**src/rtl/sad_search_scheduler.sv**
```systemverilog
// Raster-order window issuer with credit-limited in-flight tracking and running-minimum SAD capture.
// Optional macro SAD_SEARCH_EARLY_EXIT_EN: a returned SAD of zero ends issuing early.
module sad_search_scheduler #(
  parameter int FRAME_W  = 64,
  parameter int FRAME_H  = 64,
  parameter int WIN      = 4,
  parameter int PIPE_LAT = 6,
  parameter int CW       = 8
) (
  input  logic          i_clk,
  input  logic          i_reset,
  input  logic          i_start,
  input  logic          i_stall,
  output logic          o_issueValid,
  output logic [CW-1:0] o_issueX,
  output logic [CW-1:0] o_issueY,
  input  logic          i_sadValid,
  input  logic [31:0]   i_sadValue,
  output logic          o_busy,
  output logic          o_done,
  output logic [31:0]   o_bestX,
  output logic [31:0]   o_bestY,
  output logic [31:0]   o_bestSad
);

  localparam int XMAX = FRAME_W - WIN;
  localparam int YMAX = FRAME_H - WIN;
  localparam int CRW  = $clog2(PIPE_LAT + 1);

  typedef enum logic [1:0] {IDLE, ISSUE, DRAIN, DONE} state_t;

  state_t         r_state;
  state_t         w_nextState;
  logic [CW-1:0]  r_issX;
  logic [CW-1:0]  r_issY;
  logic [CW-1:0]  r_retX;
  logic [CW-1:0]  r_retY;
  logic [CW-1:0]  r_bestX;
  logic [CW-1:0]  r_bestY;
  logic [31:0]    r_bestSad;
  logic [CRW-1:0] r_credit;
  logic           r_issueValid;
  logic [CW-1:0]  r_issueX;
  logic [CW-1:0]  r_issueY;
  logic           w_issue;
  logic           w_lastIssue;
  logic           w_accept;
  logic           w_zeroHit;

  assign w_issue     = (r_state == ISSUE) && !i_stall && (r_credit < CRW'(PIPE_LAT));
  assign w_lastIssue = (r_issX == CW'(XMAX)) && (r_issY == CW'(YMAX));
  // Returns are only meaningful while something is actually in flight.
  assign w_accept    = i_sadValid && ((r_state == ISSUE) || (r_state == DRAIN)) &&
                       (r_credit != '0);

`ifdef SAD_SEARCH_EARLY_EXIT_EN
  assign w_zeroHit = w_accept && (i_sadValue == 32'd0);
`else
  assign w_zeroHit = 1'b0;
`endif

  always_comb begin
    w_nextState = r_state;
    case (r_state)
      IDLE:    if (i_start) w_nextState = ISSUE;
      ISSUE:   if ((w_issue && w_lastIssue) || w_zeroHit) w_nextState = DRAIN;
      DRAIN:   if (r_credit == '0) w_nextState = DONE;
      DONE:    w_nextState = IDLE;
      default: w_nextState = IDLE;
    endcase
  end

  always_ff @(posedge i_clk) begin
    if (i_reset) begin
      r_state      <= IDLE;
      r_issX       <= '0;
      r_issY       <= '0;
      r_retX       <= '0;
      r_retY       <= '0;
      r_bestX      <= '0;
      r_bestY      <= '0;
      r_bestSad    <= 32'hFFFF_FFFF;
      r_credit     <= '0;
      r_issueValid <= 1'b0;
      r_issueX     <= '0;
      r_issueY     <= '0;
    end else begin
      r_state      <= w_nextState;
      r_issueValid <= w_issue;

      if (r_state == IDLE && i_start) begin
        r_issX    <= '0;
        r_issY    <= '0;
        r_retX    <= '0;
        r_retY    <= '0;
        r_credit  <= '0;
        r_bestX   <= '0;
        r_bestY   <= '0;
        r_bestSad <= 32'hFFFF_FFFF;
      end else begin
        if (w_issue) begin
          r_issueX <= r_issX;
          r_issueY <= r_issY;
          if (r_issX == CW'(XMAX)) begin
            r_issX <= '0;
            r_issY <= r_issY + 1'b1;
          end else begin
            r_issX <= r_issX + 1'b1;
          end
        end

        if (w_issue && !w_accept) r_credit <= r_credit + 1'b1;
        else if (!w_issue && w_accept) r_credit <= r_credit - 1'b1;

        // Return coordinates mirror issue order; strict compare keeps the earliest tie.
        if (w_accept) begin
          if (r_retX == CW'(XMAX)) begin
            r_retX <= '0;
            r_retY <= r_retY + 1'b1;
          end else begin
            r_retX <= r_retX + 1'b1;
          end
          if (i_sadValue < r_bestSad) begin
            r_bestSad <= i_sadValue;
            r_bestX   <= r_retX;
            r_bestY   <= r_retY;
          end
        end
      end
    end
  end

  assign o_issueValid = r_issueValid;
  assign o_issueX     = r_issueX;
  assign o_issueY     = r_issueY;
  assign o_busy       = (r_state == ISSUE) || (r_state == DRAIN);
  assign o_done       = (r_state == DONE);
  assign o_bestX      = 32'(r_bestX);
  assign o_bestY      = 32'(r_bestY);
  assign o_bestSad    = r_bestSad;

endmodule
```
**config.mk**
```make
export PLATFORM = sky130hd
export DESIGN_NAME = sad_search_scheduler
export DESIGN_NICKNAME = d
export VERILOG_FILES = /design/src/rtl/sad_search_scheduler.sv
export SDC_FILE = /design/constraint.sdc
export NUM_CORES = 1
export LEC_CHECK = 0
export ABC_CLOCK_PERIOD_IN_PS = 6700
export CAP_MARGIN = 20
export CORE_ASPECT_RATIO = 2
export CORE_MARGIN = 3
export CORE_UTILIZATION = 53
export DETAILED_ROUTE_END_ITERATION = 6
export HOLD_SLACK_MARGIN = 0.12
export PLACE_DENSITY_LB_ADDON = 0.12
export SETUP_SLACK_MARGIN = 0.1
export SYNTH_ARGS = -nofsm -noshare
export SYNTH_HDL_FRONTEND = slang
export SYNTH_SLANG_ARGS = --single-unit
```
**constraint.sdc**
```tcl
create_clock -name i_clk -period 6.7 [get_ports i_clk]
set_input_delay 1.005 -clock i_clk [delete_from_list [all_inputs] [get_ports i_clk]]
set_output_delay 1.005 -clock i_clk [all_outputs]
set_load 0.02 [all_outputs]
```
Word-level counts from Yosys, hierarchy flattened
Cells that the tools add are included.
{ "totals": {"regBits": 102, "input_bits": 37, "out_inout_bits": 115, "elab_cells": 61} }
{ "classes": {"addsub": 6, "order_cmp": 2, "eq_ne": 9, "muxes": 8, "n_bitwise": 1, "reduce_logical": 23} }
{ "ops": {"columns": ["cell", "count"], "rows": [
  ["$add A8 B1 Y8 const B", 4],
  ["$lt A32 B32 Y1", 1],
  ["$eq A8 B6 Y1 const B", 3],
  ["$mux W8", 2],
  ["$logic_and A1 B1 Y1", 9],
  ["$pmux W2 S4", 1],
  ["$reduce_and A2 Y1", 4],
  ["$mux W2", 3],
  ["$mux W3", 2],
  ["$eq A2 B2 Y1 const B", 2],
  ["$ne A2 B2 Y1 const B", 2],
  ["$add A3 B1 Y3 const B", 1],
  ["$logic_not A1 Y1", 3],
  ["$logic_not A3 Y1", 1],
  ["$lt A3 B3 Y1 const B", 1],
  ["$reduce_and A3 Y1", 1],
  ["$reduce_bool A3 Y1", 1],
  ["$sub A3 B1 Y3 const B", 1],
  ["$eq A2 B1 Y1 const B", 1],
  ["$logic_not A2 Y1", 1],
  ["$ne A2 B1 Y1 const B", 1],
  ["$reduce_bool A2 Y1", 1],
  ["$reduce_or A2 Y1", 1],
  ["$logic_or A1 B1 Y1", 1],
  ["$not A1 Y1", 1]
]} }

Depth between registers and ports, before layout
Gate-level depths: netlist of the first run.
{ "depth": {"word_depth": 7, "mapped_depth": 11, "depth_no_buf": 10} }

Worst setup path after synthesis of the first run
Ideal clock, no wire load.
{ "synth_path": {"path_type": "in2reg", "from": "in i_sadValue[29]", "to": "reg r_bestSad[27] (netlist: o_bestSad[27])", "setup_ns": 0.129, "arrival_ns": 2.692, "t_required_ns": 6.571, "path_slack_ns": 3.879, "cell_stages": 9, "n_path_buf": 2, "path_cell_list": "ha_1 nand4_1 nor4_2 nand2_1 or3_4 buf_6 buf_6 a31oi_1 o21ai_1"} }
{ "synth_between": {"elab_chain_len": 2} }
{ "synth_rtl": {"columns": ["element", "line", "text"], "rows": [
  ["start, declared", "18", "input logic [31:0] i_sadValue,"],
  ["$lt A32 B32 Y1", "123", "if (i_sadValue < r_bestSad) begin"],
  ["$reduce_and A2 Y1 (no source line)", null, null],
  ["end signal, assigned", "124", "r_bestSad <= i_sadValue;"],
  ["end, declared", "40", "logic [31:0] r_bestSad;"]
]} }
No other way between the ends.
A chain may end at the register's enable or synchronous reset.

Final worst setup path of the first run
{ "layout_path": {"from": "in i_sadValue[29]", "to": "reg r_bestX[0]"} }
{ "layout_between": {"elab_chain_len": 2} }
{ "layout_rtl": {"columns": ["element", "line", "text"], "rows": [
  ["$lt A32 B32 Y1", "123", null],
  ["$reduce_and A2 Y1 (no source line)", null, null],
  ["end signal, assigned", "125", "r_bestX <= r_retX;"],
  ["end, declared", "38", "logic [CW-1:0] r_bestX;"]
]} }
No other way between the ends.

==> results.sh, run 1 <==
export IMPL_outcome="complete, no violations"
export IMPL_skew_ns=0.00828
export IMPL_io_pins=152
export IMPL_fmax_mhz=267
export IMPL_synth_yosys_seq_area_share_pct=36.7
export IMPL_finalHoldViolations=0
export IMPL_final_util_pct=66.1
export IMPL_rr_startpoint="r_state[0]"
export IMPL_clkPwrFrac_pct=34.0
export IMPL_critPathCaptureType="flip-flop"
export IMPL_criticalPathCategory="input pin to flip-flop"
export IMPL_dp_slack_ns=2.57
export IMPL_r2r_cells=9
export IMPL_fin_hold_ws_ns=0.461
export IMPL_cp_start_kind="input pin"
export IMPL_worstPathArrival_ns=4.02
export IMPL_r2r_slack_ns=3.52
export IMPL_post_drt_wl_per_cell_um=15.6
export IMPL_ys_top_cells_by_area="dfxtp_1 (37%), ha_1 (9.9%), buf_4 (6.9%), a21oi_1 (4.6%), nand2_1 (4.2%)"
export IMPL_p_leak_nw=2.82
export IMPL_hold_end="o_issueX[2]"
export IMPL_cts_buffers=9
export IMPL_r2r_end="o_bestSad[12]"
export IMPL_hold_class="flip-flop to flip-flop"
export IMPL_grt_max_degree=49
export IMPL_start_util_pct=54.7
export IMPL_gr_usage_all_layers_pct=23.0
export IMPL_synth_top_area_share_pct=36.7
export IMPL_routed_wl_um=13700
export IMPL_synth_distinct_cells=43
export IMPL_syn2layout_area_growth_pct=20.7
export IMPL_avgViaCountPerCell=5.60
export IMPL_cp_required_ns=6.97
export IMPL_htreeDepth=3
export IMPL_synth_seq_cells=102
export IMPL_worst_slew_pin_transition_ns=0.763
export IMPL_intPower_mw=1.06
export IMPL_cp_max_fo=31
export IMPL_first_iter_violations=344
export IMPL_path_clk_slew_ns=0.07
export IMPL_synth_edff_count=0
export IMPL_overflow=0
export IMPL_power_density_nw_per_um2=232
export IMPL_vias=4924
export IMPL_cts_hold_buf=0
export IMPL_rsz0062_at_grt="no"
export IMPL_layout_setup_ws_ns=2.95
export IMPL_cts_root_buf="clkbuf_16"
export IMPL_drv_slew=0
export IMPL_antenna_found_initial=0
export IMPL_antennaDiodeCount=0
export IMPL_synth_area_um2=5560
export IMPL_mostFrequentLayoutCell="clkdlybuf4s50_1"
export IMPL_routabilityCongestion=0.796
export IMPL_drc=0
export IMPL_yosysTopAreaCell="dfxtp_1"
export IMPL_ir_drop_mv=0.228
export IMPL_placementRows=52
export IMPL_grt_pass1_wl_um=22000
export IMPL_drv_cap=0
export IMPL_post_place_cells=863
export IMPL_period_minus_slack_ns=3.75
export IMPL_p_comb_share_pct=23.9
export IMPL_post_cts_resized=0
export IMPL_clkSinkCount=102
export IMPL_pwr_share_seq_pct=42.1
export IMPL_stdcell_count=880
export IMPL_core_um2=10100
export IMPL_yosys_warnings=0
export IMPL_synth_cells=666
export IMPL_firstDrtPassIters=4
export IMPL_async_flop_share_pct=0
export IMPL_final_cell_mix="clkdlybuf4s50_1 (103), dfxtp_1 (102), nand2_1 (62)"
export IMPL_post_cts_buffers=0
export IMPL_setup_violations_final=0
export IMPL_synth_top_flop_cell="dfxtp_1"
export IMPL_port_buffers=103
export IMPL_grt_pass1_vias=4757
export IMPL_cts_tree="yes"
export IMPL_fin_nets=822
export IMPL_dp_hpwl_um=9910
export IMPL_fin_crit_sh_pct=55.9
export IMPL_cts_max_path_buffers=2
export IMPL_die_w_um=78.4
export IMPL_p_sw_mw=0.496
export IMPL_relSlewSlack_pct=49.0
export IMPL_switching_share_pct=31.8
export IMPL_setup_tns_ns=0
export IMPL_ant_nets=0
export IMPL_hp_start="o_issueX[2]"
export IMPL_die_h_um=151
export IMPL_min_delay_path_depth=2
export IMPL_syn_avg_cell_area_um2=8.34
export IMPL_dieArea_um2=11800
export IMPL_drive_above_1_share_pct=4.16
export IMPL_clk_latency_ns=0.34
-- logic make-up (layout without fill, tap and decap cells) --
logic type / Yosys count / in the layout / synth area share [%]
xor gates and xnor gates: 27 / 27 / 4.26
and+or+nand+nor: 203 / 203 / 18.7
buffers and inverters: 136 / 168 / 14.0
other: 1 / 48 / 0.0675
AOI/OAI and AO/OA: 148 / 148 / 15.2
adders and majority gates: 45 / 45 / 10.3
DFF: 102 / 102 / 36.7
muxes: 4 / 4 / 0.721
-- worst max-delay path: stages --
cell and delay [ns]:
clkdlybuf4s50_1 0.47, ha_1 0.33, nand4_1 0.18, nor4_2 0.37, nand2_1 0.26, nor3_4 0.65
buf_4 0.46, o31ai_1 0.12, a21oi_1 0.17
-- worst max path at each step --
stage / from / endpoint / slack [ns] / cells past startpoint
after global placement: i_sadValue[29] / r_bestX[3] / 2.64 / 9
after detailed placement: i_sadValue[29] / o_bestSad[31] / 2.57 / 9
final: i_sadValue[29] / r_bestX[0] / 2.95 / 9
after floorplan: i_sadValue[29] / o_bestSad[27] / 3.88 / 9
after global routing: i_sadValue[29] / o_bestSad[5] / 2.73 / 9
after CTS: i_sadValue[29] / o_bestSad[31] / 2.92 / 9
-- Yosys cell counts, drive strengths merged (3+ instances only) --
library cell,number
nor3,3
buf,74
mux2i,4
xnor2,5
a31oi,32
nor4,33
nor2b,4
ha,44
nand4,28
and4,6
clkbuf,19
xor2,22
nand2b,3
dfxtp,102
nand2,62
a211oi,3
or3,5
o21ai,42
inv,43
o31ai,16
nand3,7
nor2,42
and3,5
a21oi,51
-- power groups by stage --
stage               logic [mW]  clock network (mW)  registers [mW]
floorplan                0.274                   0           0.678
global placement         0.358                   0           0.667
detailed placement       0.372                   0           0.669
CTS                      0.374               0.546           0.655
global route             0.415               0.562           0.658
finish                   0.373               0.530           0.655
-- area by class of cell --
class	instances	area (um2)
clock buffers	9	225
clock inverters	7	77.6
fillers	889	3440
inverters	43	166
multi-input cells	475	2930
flip-flops and latches	102	2040
well taps	135	169
repair buffers	109	1100
-- flip-flops by register name (all words and copies together), names as in the netlist --
| name | count |
|---|---|
| r_retY | 8 |
| o_issueX | 8 |
| r_bestY | 8 |
| r_bestX | 8 |
| r_issY | 8 |
| o_bestSad | 32 |
| r_credit | 3 |
| r_retX | 8 |
| r_issX | 8 |
| o_issueValid | 1 |
| r_state | 2 |
| o_issueY | 8 |
-- per-stage QoR --
step / area [um2] / power, mW
after floorplan: 5730 / 0.952
final: 6710 / 1.56
after detailed placement: 6380 / 1.04
after global placement: 6380 / 1.03
after global routing: 6710 / 1.64
after CTS: 6680 / 1.57
-- layer usage --
layer | track usage [%] | up-vias | share of wire (%)
met3 | 2.98 | 28 | 4.0
met1 | 24.4 | 2356 | 38
met2 | 43.6 | 149 | 56
met4 | 11.9 | 0 | 2.7
met5 | 0 | - | 0
li1 | - | 2391 | -
No activity file was read; power rests on OpenSTA's default activity.
==> run 2, diff against run 1 <==
--- a/config.mk
+++ b/config.mk
@@ -5,11 +5,11 @@
 export SDC_FILE = /design/constraint.sdc
 export NUM_CORES = 1
 export LEC_CHECK = 0
-export ABC_CLOCK_PERIOD_IN_PS = 6700
+export ABC_CLOCK_PERIOD_IN_PS = 3300
 export CAP_MARGIN = 20
 export CORE_ASPECT_RATIO = 2
 export CORE_MARGIN = 3
-export CORE_UTILIZATION = 53
+export CORE_UTILIZATION = 44
 export DETAILED_ROUTE_END_ITERATION = 6
 export HOLD_SLACK_MARGIN = 0.12
 export PLACE_DENSITY_LB_ADDON = 0.12
==> constraint.sdc (replaced) <==
create_clock -name i_clk -period 3.3 [get_ports i_clk]
set_input_delay 0.495 -clock i_clk [delete_from_list [all_inputs] [get_ports i_clk]]
set_output_delay 0.495 -clock i_clk [all_outputs]
set_load 0.02 [all_outputs]
==> results.sh, run 2 (synthesis results as in run 1) <==
export IMPL_dp_hpwl_um=10100
export IMPL_start_util_pct=45.3
export IMPL_dpl_cell_area_um2=6490
export IMPL_setup_violations_final=0
export IMPL_finalInstanceArea_um2=6790
export IMPL_routabilityCongestion=0.830
export IMPL_stdcell_count=901
export IMPL_multi_input_area_um2=2930
export IMPL_cp_max_fo=27
export IMPL_clkSinkCount=102
export IMPL_criticalPathCategory="input pin to flip-flop"
export IMPL_overflow=0
export IMPL_r2r_slack_ns=0.55
export IMPL_critPathTopFamily="simple AND/OR/NAND/NOR gates"
export IMPL_grtUsageMet2_pct=36.4
export IMPL_fmax_mhz=339
export IMPL_placementRows=57
export IMPL_die_w_um=85.5
export IMPL_first_iter_violations=219
export IMPL_cp_required_ns=3.56
export IMPL_register_area_um2=2040
export IMPL_htreeDepth=3
export IMPL_p_leak_nw=2.86
export IMPL_drc=0
export IMPL_antennaDiodeCount=0
export IMPL_port_buffers=103
export IMPL_drv_cap=0
export IMPL_setup_tns_ns=0
export IMPL_hold_class="flip-flop to flip-flop"
export IMPL_largest_reg_flops=32
export IMPL_path_cells="clkdlybuf4s50_1 > ha_1 > nand4_1 > nor4_2 > nand2_1 > nor3_4 > buf_12 > nor4_1 > o21ai_0"
export IMPL_grt_pass1_vias=4672
export IMPL_dp_slack_ns=-0.0441
export IMPL_worst_slew_pin_transition_ns=0.945
export IMPL_final_cell_mix="clkdlybuf4s50_1 (103), dfxtp_1 (102), nand2_1 (62)"
export IMPL_grt_max_degree=49
export IMPL_firstDrtPassIters=4
export IMPL_rsz0062_at_grt="no"
export IMPL_dieArea_um2=14100
export IMPL_drive_above_1_share_pct=5.17
export IMPL_drv_slew=0
export IMPL_grt_pass1_wl_um=22300
export IMPL_cp_start_kind="input pin"
export IMPL_gr_usage_all_layers_pct=19.4
export IMPL_post_drt_wl_per_cell_um=15.3
export IMPL_vias=4835
export IMPL_avgViaCountPerCell=5.37
export IMPL_post_cts_resized=0
export IMPL_fin_nets=831
export IMPL_core_um2=12300
export IMPL_skew_ns=0.0122
export IMPL_critPathCaptureType="flip-flop"
export IMPL_ir_drop_mv=0.408
export IMPL_post_place_cells=884
export IMPL_cp_endpoint="o_bestSad[6]"
export IMPL_io_pins=152
export IMPL_r2r_end="o_bestSad[6]"
export IMPL_clk_latency_ns=0.34
export IMPL_cts_tree="yes"
export IMPL_grt_busiest_layer="met2"
export IMPL_ant_nets=0
export IMPL_fillers=1171
export IMPL_critPathBufInv=2
export IMPL_final_util_pct=55.4
export IMPL_finalHoldViolations=0
export IMPL_max_stage_delay_ns=0.74
export IMPL_outcome="complete, no violations"
export IMPL_cts_buffers=9
export IMPL_r2r_cells=9
export IMPL_path_clk_slew_ns=0.07
export IMPL_period_minus_slack_ns=2.95
export IMPL_post_cts_buffers=0
export IMPL_worstPathArrival_ns=3.21
export IMPL_cts_hold_buf=0
export IMPL_fin_hold_ws_ns=0.454
export IMPL_crit_path_top_delay_cell="nor3_4"
export IMPL_die_h_um=165
export IMPL_gr_usage_met1_pct=21.7
export IMPL_rr_startpoint="o_bestSad[29]"
export IMPL_mostFrequentLayoutCell="clkdlybuf4s50_1"
export IMPL_crit_start="i_sadValue[31]"
export IMPL_grtUsageMet3_pct=2.85
export IMPL_power_mw=3.11
export IMPL_layout_setup_ws_ns=0.351
export IMPL_cts_root_buf="clkbuf_16"
export IMPL_cts_max_path_buffers=2
export IMPL_relSlewSlack_pct=36.8
export IMPL_power_density_nw_per_um2=458
export IMPL_syn2layout_area_growth_pct=22.2
export IMPL_routed_wl_um=13800
export IMPL_antenna_found_initial=0
export IMPL_crit_cells=9
export IMPL_fin_crit_sh_pct=89.4
==> run 2: how the worst min path moves through the flow <==
stage	endpoint	cells past startpoint	slack [ns]	start
2_1_floorplan	r_bestY[7]	2	0.45	r_retY[7]
3_3_place_gp	o_issueY[2]	2	0.45	o_issueY[2]
3_5_place_dp	o_issueY[5]	2	0.45	o_issueY[5]
4_1_cts	o_issueY[2]	2	0.46	o_issueY[2]
5_1_grt	o_issueY[2]	2	0.47	o_issueY[2]
6_report	o_issueY[5]	2	0.45	o_issueY[5]
==> run 2: tightest hold or removal path: stages, from the launching register on <==
cell	delay, ns
dfxtp_1	0.31
nand2_1	0.05
a21oi_1	0.05
==> run 2: where the power goes <==
part | internal (mW) | total (mW) | leakage [nW] | switching (mW)
combinational | 0.291 | 0.769 | 1.89 | 0.478
clock | 0.542 | 1.01 | 0.142 | 0.469
sequential | 1.28 | 1.33 | 0.824 | 0.0491
total | 2.11 | 3.11 | 2.86 | 0.997
==> run 2: layout make-up <==
type	count	share of cell area (%)
clock inverter	5	0.626
sequential	102	30.1
tap	147	2.71
clock buffer	11	3.57
timing repair buffer	118	17.4
multi-input combinational	475	43.2
inverter	43	2.45
==> run 2: layer usage <==
layer  vias up  share of wire [%]
met5         -                  0
met4         0                1.9
met3        17                4.3
met2       130                 56
met1      2276                 38
li1       2412                  -
==> run 3, diff against run 2 <==
--- a/config.mk
+++ b/config.mk
@@ -5,15 +5,17 @@
 export SDC_FILE = /design/constraint.sdc
 export NUM_CORES = 1
 export LEC_CHECK = 0
-export ABC_CLOCK_PERIOD_IN_PS = 3300
+export ABC_CLOCK_PERIOD_IN_PS = 2800
 export CAP_MARGIN = 20
 export CORE_ASPECT_RATIO = 2
 export CORE_MARGIN = 3
-export CORE_UTILIZATION = 44
+export CORE_UTILIZATION = 49
+export CTS_CLUSTER_DIAMETER = 80
 export DETAILED_ROUTE_END_ITERATION = 6
 export HOLD_SLACK_MARGIN = 0.12
 export PLACE_DENSITY_LB_ADDON = 0.12
 export SETUP_SLACK_MARGIN = 0.1
+export SKIP_CTS_REPAIR_TIMING = 1
 export SYNTH_ARGS = -nofsm -noshare
 export SYNTH_HDL_FRONTEND = slang
 export SYNTH_SLANG_ARGS = --single-unit
==> constraint.sdc (replaced) <==
create_clock -name i_clk -period 2.8 [get_ports i_clk]
set_input_delay 0.42 -clock i_clk [delete_from_list [all_inputs] [get_ports i_clk]]
set_output_delay 0.42 -clock i_clk [all_outputs]
set_load 0.02 [all_outputs]
==> results.sh, run 3 (synthesis results as in run 1) <==
export IMPL_drc=0
export IMPL_largest_reg_flops=32
export IMPL_io_pins=152
export IMPL_port_buffers=103
export IMPL_final_cell_mix="clkdlybuf4s50_1 (103), dfxtp_1 (102), nand2_1 (62)"
export IMPL_r2r_slack_ns=0.27
export IMPL_dieArea_um2=12700
export IMPL_skew_ns=0.00619
export IMPL_stdcell_count=909
export IMPL_avgViaCountPerCell=5.54
export IMPL_path_clk_slew_ns=0.07
export IMPL_first_iter_violations=267
export IMPL_antenna_found_initial=0
export IMPL_ir_drop_mv=0.424
export IMPL_post_drt_wl_per_cell_um=15.8
export IMPL_clk_latency_ns=0.34
export IMPL_critPathCaptureType="flip-flop"
export IMPL_relSlewSlack_pct=63.2
export IMPL_grt_pass1_vias=4994
export IMPL_syn2layout_area_growth_pct=26.2
export IMPL_dp_hpwl_um=10300
export IMPL_core_um2=11000
export IMPL_vias=5033
export IMPL_gr_usage_all_layers_pct=22.7
export IMPL_setup_violations_final=0
export IMPL_drv_cap=0
export IMPL_r2r_end="r_credit[2]"
export IMPL_grt_pass1_wl_um=23100
export IMPL_criticalPathCategory="input pin to flip-flop"
export IMPL_drv_slew=0
export IMPL_p_sw_mw=1.19
export IMPL_cts_buffers=9
export IMPL_mostFrequentLayoutCell="clkdlybuf4s50_1"
export IMPL_register_area_um2=2040
export IMPL_finalHoldViolations=0
export IMPL_hold_end="o_issueX[4]"
export IMPL_cp_start_kind="input pin"
export IMPL_clkPwrFrac_pct=34.9
export IMPL_start_util_pct=50.5
export IMPL_p_comb_share_pct=24.8
export IMPL_cts_tree="yes"
export IMPL_power_density_nw_per_um2=555
export IMPL_cp_max_fo=30
export IMPL_r2r_cells=10
export IMPL_fillers=952
export IMPL_clkSinkCount=102
export IMPL_firstDrtPassIters=5
export IMPL_ant_nets=0
export IMPL_intPower_mw=2.70
export IMPL_final_util_pct=63.7
export IMPL_fin_crit_sh_pct=94.1
export IMPL_post_place_cells=886
export IMPL_worstPathArrival_ns=2.83
export IMPL_dp_slack_ns=-0.438
export IMPL_rr_startpoint="r_state[0]"
export IMPL_pwr_share_seq_pct=40.3
export IMPL_multi_input_area_um2=2930
export IMPL_rsz0062_at_grt="yes"
export IMPL_hp_start="o_issueX[4]"
export IMPL_routed_wl_um=14400
export IMPL_die_h_um=157
export IMPL_cts_max_path_buffers=2
export IMPL_cp_required_ns=2.99
export IMPL_outcome="complete, no violations"
export IMPL_setup_tns_ns=0
export IMPL_grt_max_degree=49
export IMPL_cts_root_buf="clkbuf_16"
export IMPL_routabilityCongestion=0.833
export IMPL_fin_nets=846
export IMPL_antennaDiodeCount=0
export IMPL_die_w_um=81.3
export IMPL_worst_slew_pin_transition_ns=0.551
export IMPL_switching_share_pct=30.6
export IMPL_overflow=0
export IMPL_fmax_mhz=379
export IMPL_placementRows=54
export IMPL_p_leak_nw=2.97
export IMPL_layout_setup_ws_ns=0.164
export IMPL_hold_class="flip-flop to flip-flop"
export IMPL_min_delay_path_depth=2
export IMPL_period_minus_slack_ns=2.64
export IMPL_drive_above_1_share_pct=7.15
export IMPL_htreeDepth=3
## run 3: metal layers
| metal | wire length [um] | global-route usage, % | part of all wire (%) | vias up |
|---|---|---|---|---|
| met5 | 0 | 0 | 0 | - |
| met4 | 337 | 9.11 | 2.3 | 0 |
| met3 | 641 | 3.34 | 4.5 | 25 |
| met2 | 8200 | 43.6 | 57 | 176 |
| met1 | 5210 | 23.4 | 36 | 2385 |
| li1 | - | - | - | 2447 |
## run 3: how the worst max path moves through the flow
stage	depth (start not counted)	end	from
global placement	8	r_bestY[0]	i_sadValue[29]
floorplan	11	r_credit[2]	r_state[0]
global route	10	o_bestSad[16]	i_sadValue[25]
finish	10	o_bestSad[16]	i_sadValue[25]
detailed placement	8	o_bestSad[11]	i_sadValue[29]
CTS	8	o_bestSad[11]	i_sadValue[29]
## run 3: area by class of cell
| class | count | share of cell area (%) |
|---|---|---|
| clock buffers | 11 | 3.46 |
| clock inverters | 5 | 1.16 |
| inverters | 43 | 2.37 |
| multi-input cells | 475 | 41.9 |
| flip-flops and latches | 102 | 29.1 |
| well taps | 140 | 2.50 |
| repair buffers | 133 | 19.5 |
## run 3: stage by stage
step           hold WS (ns)  power [mW]  area (um2)
6_report              0.460        3.89        7010
5_1_grt               0.480        4.08        7010
4_1_cts               0.462        3.90        6910
3_5_place_dp          0.449        2.53        6580
3_3_place_gp          0.448        2.50        6580
2_1_floorplan         0.452        2.28        5730
## run 3: worst max-delay path, stage by stage
cell and delay (ns):
clkdlybuf4s50_1 0.45, ha_1 0.33, nand4_1 0.14, nor4_2 0.35, nand2_1 0.13, buf_4 0.17, or3_4 0.35, buf_12 0.18
a31oi_1 0.19, o21ai_0 0.12
## run 3: power groups by stage
stage	clock network, mW	registers, mW	logic (mW)
floorplan	0	1.62	0.655
global placement	0	1.60	0.908
detailed placement	0	1.60	0.932
CTS	1.39	1.57	0.943
global route	1.45	1.58	1.06
finish	1.36	1.57	0.966
==> variant (settings of run 3) <==
The 4 states of `state_t` get a one-hot encoding in 4 bits.
--- a/src/rtl/sad_search_scheduler.sv
+++ b/src/rtl/sad_search_scheduler.sv
@@ -27,7 +27,7 @@
   localparam int YMAX = FRAME_H - WIN;
   localparam int CRW  = $clog2(PIPE_LAT + 1);
 
-  typedef enum logic [1:0] {IDLE, ISSUE, DRAIN, DONE} state_t;
+  typedef enum logic [3:0] {IDLE = 4'b0001, ISSUE = 4'b0010, DRAIN = 4'b0100, DONE = 4'b1000} state_t;
 
   state_t         r_state;
   state_t         w_nextState;
Function: same outputs for any inputs over 4 cycles, from zero or initial values and one cycle with i_reset high; so few cycles prove little.
==> variant against run 3 <==
Routed wire length shrank 16%. Synthesized area shrank 2.9%. Setup slack gained 0.13 ns. Sequential cell count grew 2. First-iteration DRC count shrank 42%. Non-clock buffer count shrank 18. Register-to-register slack gained 0.06 ns. Sequential share of layout area grew 1.8 points. Global-route usage shrank 2.5 points. Final area shrank 3.9%. Utilization shrank 0.17 points. Clock skew grew 0.0048 ns. Critical path type unchanged. Largest cell class unchanged. Highest routed layer unchanged.
Power is not compared: it rests on default switching activity, and its combinational part moved more than twofold at a synthesized area within 25%.
==> variant: results (changes against run 3) <==
Placed insts = 868 (-2.0%)
Largest net degree at the start of global routing = 56 (+14%)
Fin cells = 884 (-2.8%)
Met1 WL = 4.57 mm (-12%)
Met2 usage = 0.382 (-0.0537)
Vias/cell = 4.90 (-12%)
Top post-synthesis cells by count = nor2_1, dfxtp_1, nand2_1
Avg Cell Area, Syn = 8.41 sq um (+0.77%)
Layout cell share with drive strength beyond 1 = 0.0442 (-0.0273)
Reg2Reg Launch Point = r_credit[0]
Slew HR = 0.503 (-0.128)
WL met3 = 532 um (-17%)
Post-DP HPWL = 9.50 mm (-8.1%)
Overall Global Routing Usage = 0.202 (-0.0247)
Slack of the worst reg-to-reg path = 0.33 ns (+0.06 ns)
Met3 Use GR = 0.0402 (+0.00680)
Largest fanout on the critical path = 12 (-60%)
Post-synthesis sequential area ratio = 0.386 (+0.0182)
Routed wire length = 12.1 mm (-16%)
Fillers = 963 (+1.2%)
Status = finished, final reports clean
Critical Path AT = 2.78 ns (-0.05 ns)
First-pass GRT wire length = 19.9 mm (-14%)
Clock Skew = 0.0110 ns (+0.00480 ns)
Final-stage net count = 819 (-3.2%)
[variant: layout make-up]
class | count | area (sq um) | area share
multi-input combinational | 468 | 2850 | 0.422
sequential | 104 | 2080 | 0.309
timing repair buffer | 115 | 1150 | 0.170
clock buffer | 12 | 246 | 0.0366
tap | 137 | 171 | 0.0254
inverter | 44 | 168 | 0.0249
clock inverter | 4 | 77.6 | 0.0115
[variant: worst max-delay path by stage]
stage	startpoint	to	slack, ns	cells past startpoint
after floorplan	o_bestSad[2]	o_bestSad[25]	0.46	10
after CTS	r_credit[0]	r_credit[2]	0.24	10
final	i_sadValue[2]	o_bestSad[11]	0.30	9
after detailed placement	i_sadValue[2]	o_bestSad[14]	-0.06	9
after global placement	i_sadValue[2]	o_bestSad[19]	-0.008	9
after global routing	r_credit[0]	r_credit[2]	0.14	10
[variant: metrics by stage]
stage | total power, mW | instance area [sq um] | worst slack [ns]
floorplan | 1.72 | 5570 | 0.464
CTS | 3.12 | 6730 | 0.239
finish | 3.09 | 6740 | 0.296
global route | 3.19 | 6740 | 0.141
detailed placement | 1.76 | 6410 | -0.0587
global placement | 1.76 | 6410 | -0.00817
[variant: critical path, stage by stage]
cell and delay [ns]:
clkdlybuf4s50_1 0.45, ha_1 0.32, a211o_1 0.29, a31oi_1 0.15, o221ai_1 0.14, a211o_1 0.31
a31oi_4 0.19, buf_4 0.28, mux2i_1 0.21
[variant: cells by family after synthesis]
kind of cell / Yosys count / synth area share
xor+xnor: 31 / 0.0503
fa+ha+maj: 40 / 0.0941
mux: 51 / 0.0946
other cells: 1 / 0.000695
flops: 104 / 0.386
simple gates: 248 / 0.197
compound gates: 50 / 0.0552
buf+inv: 117 / 0.122
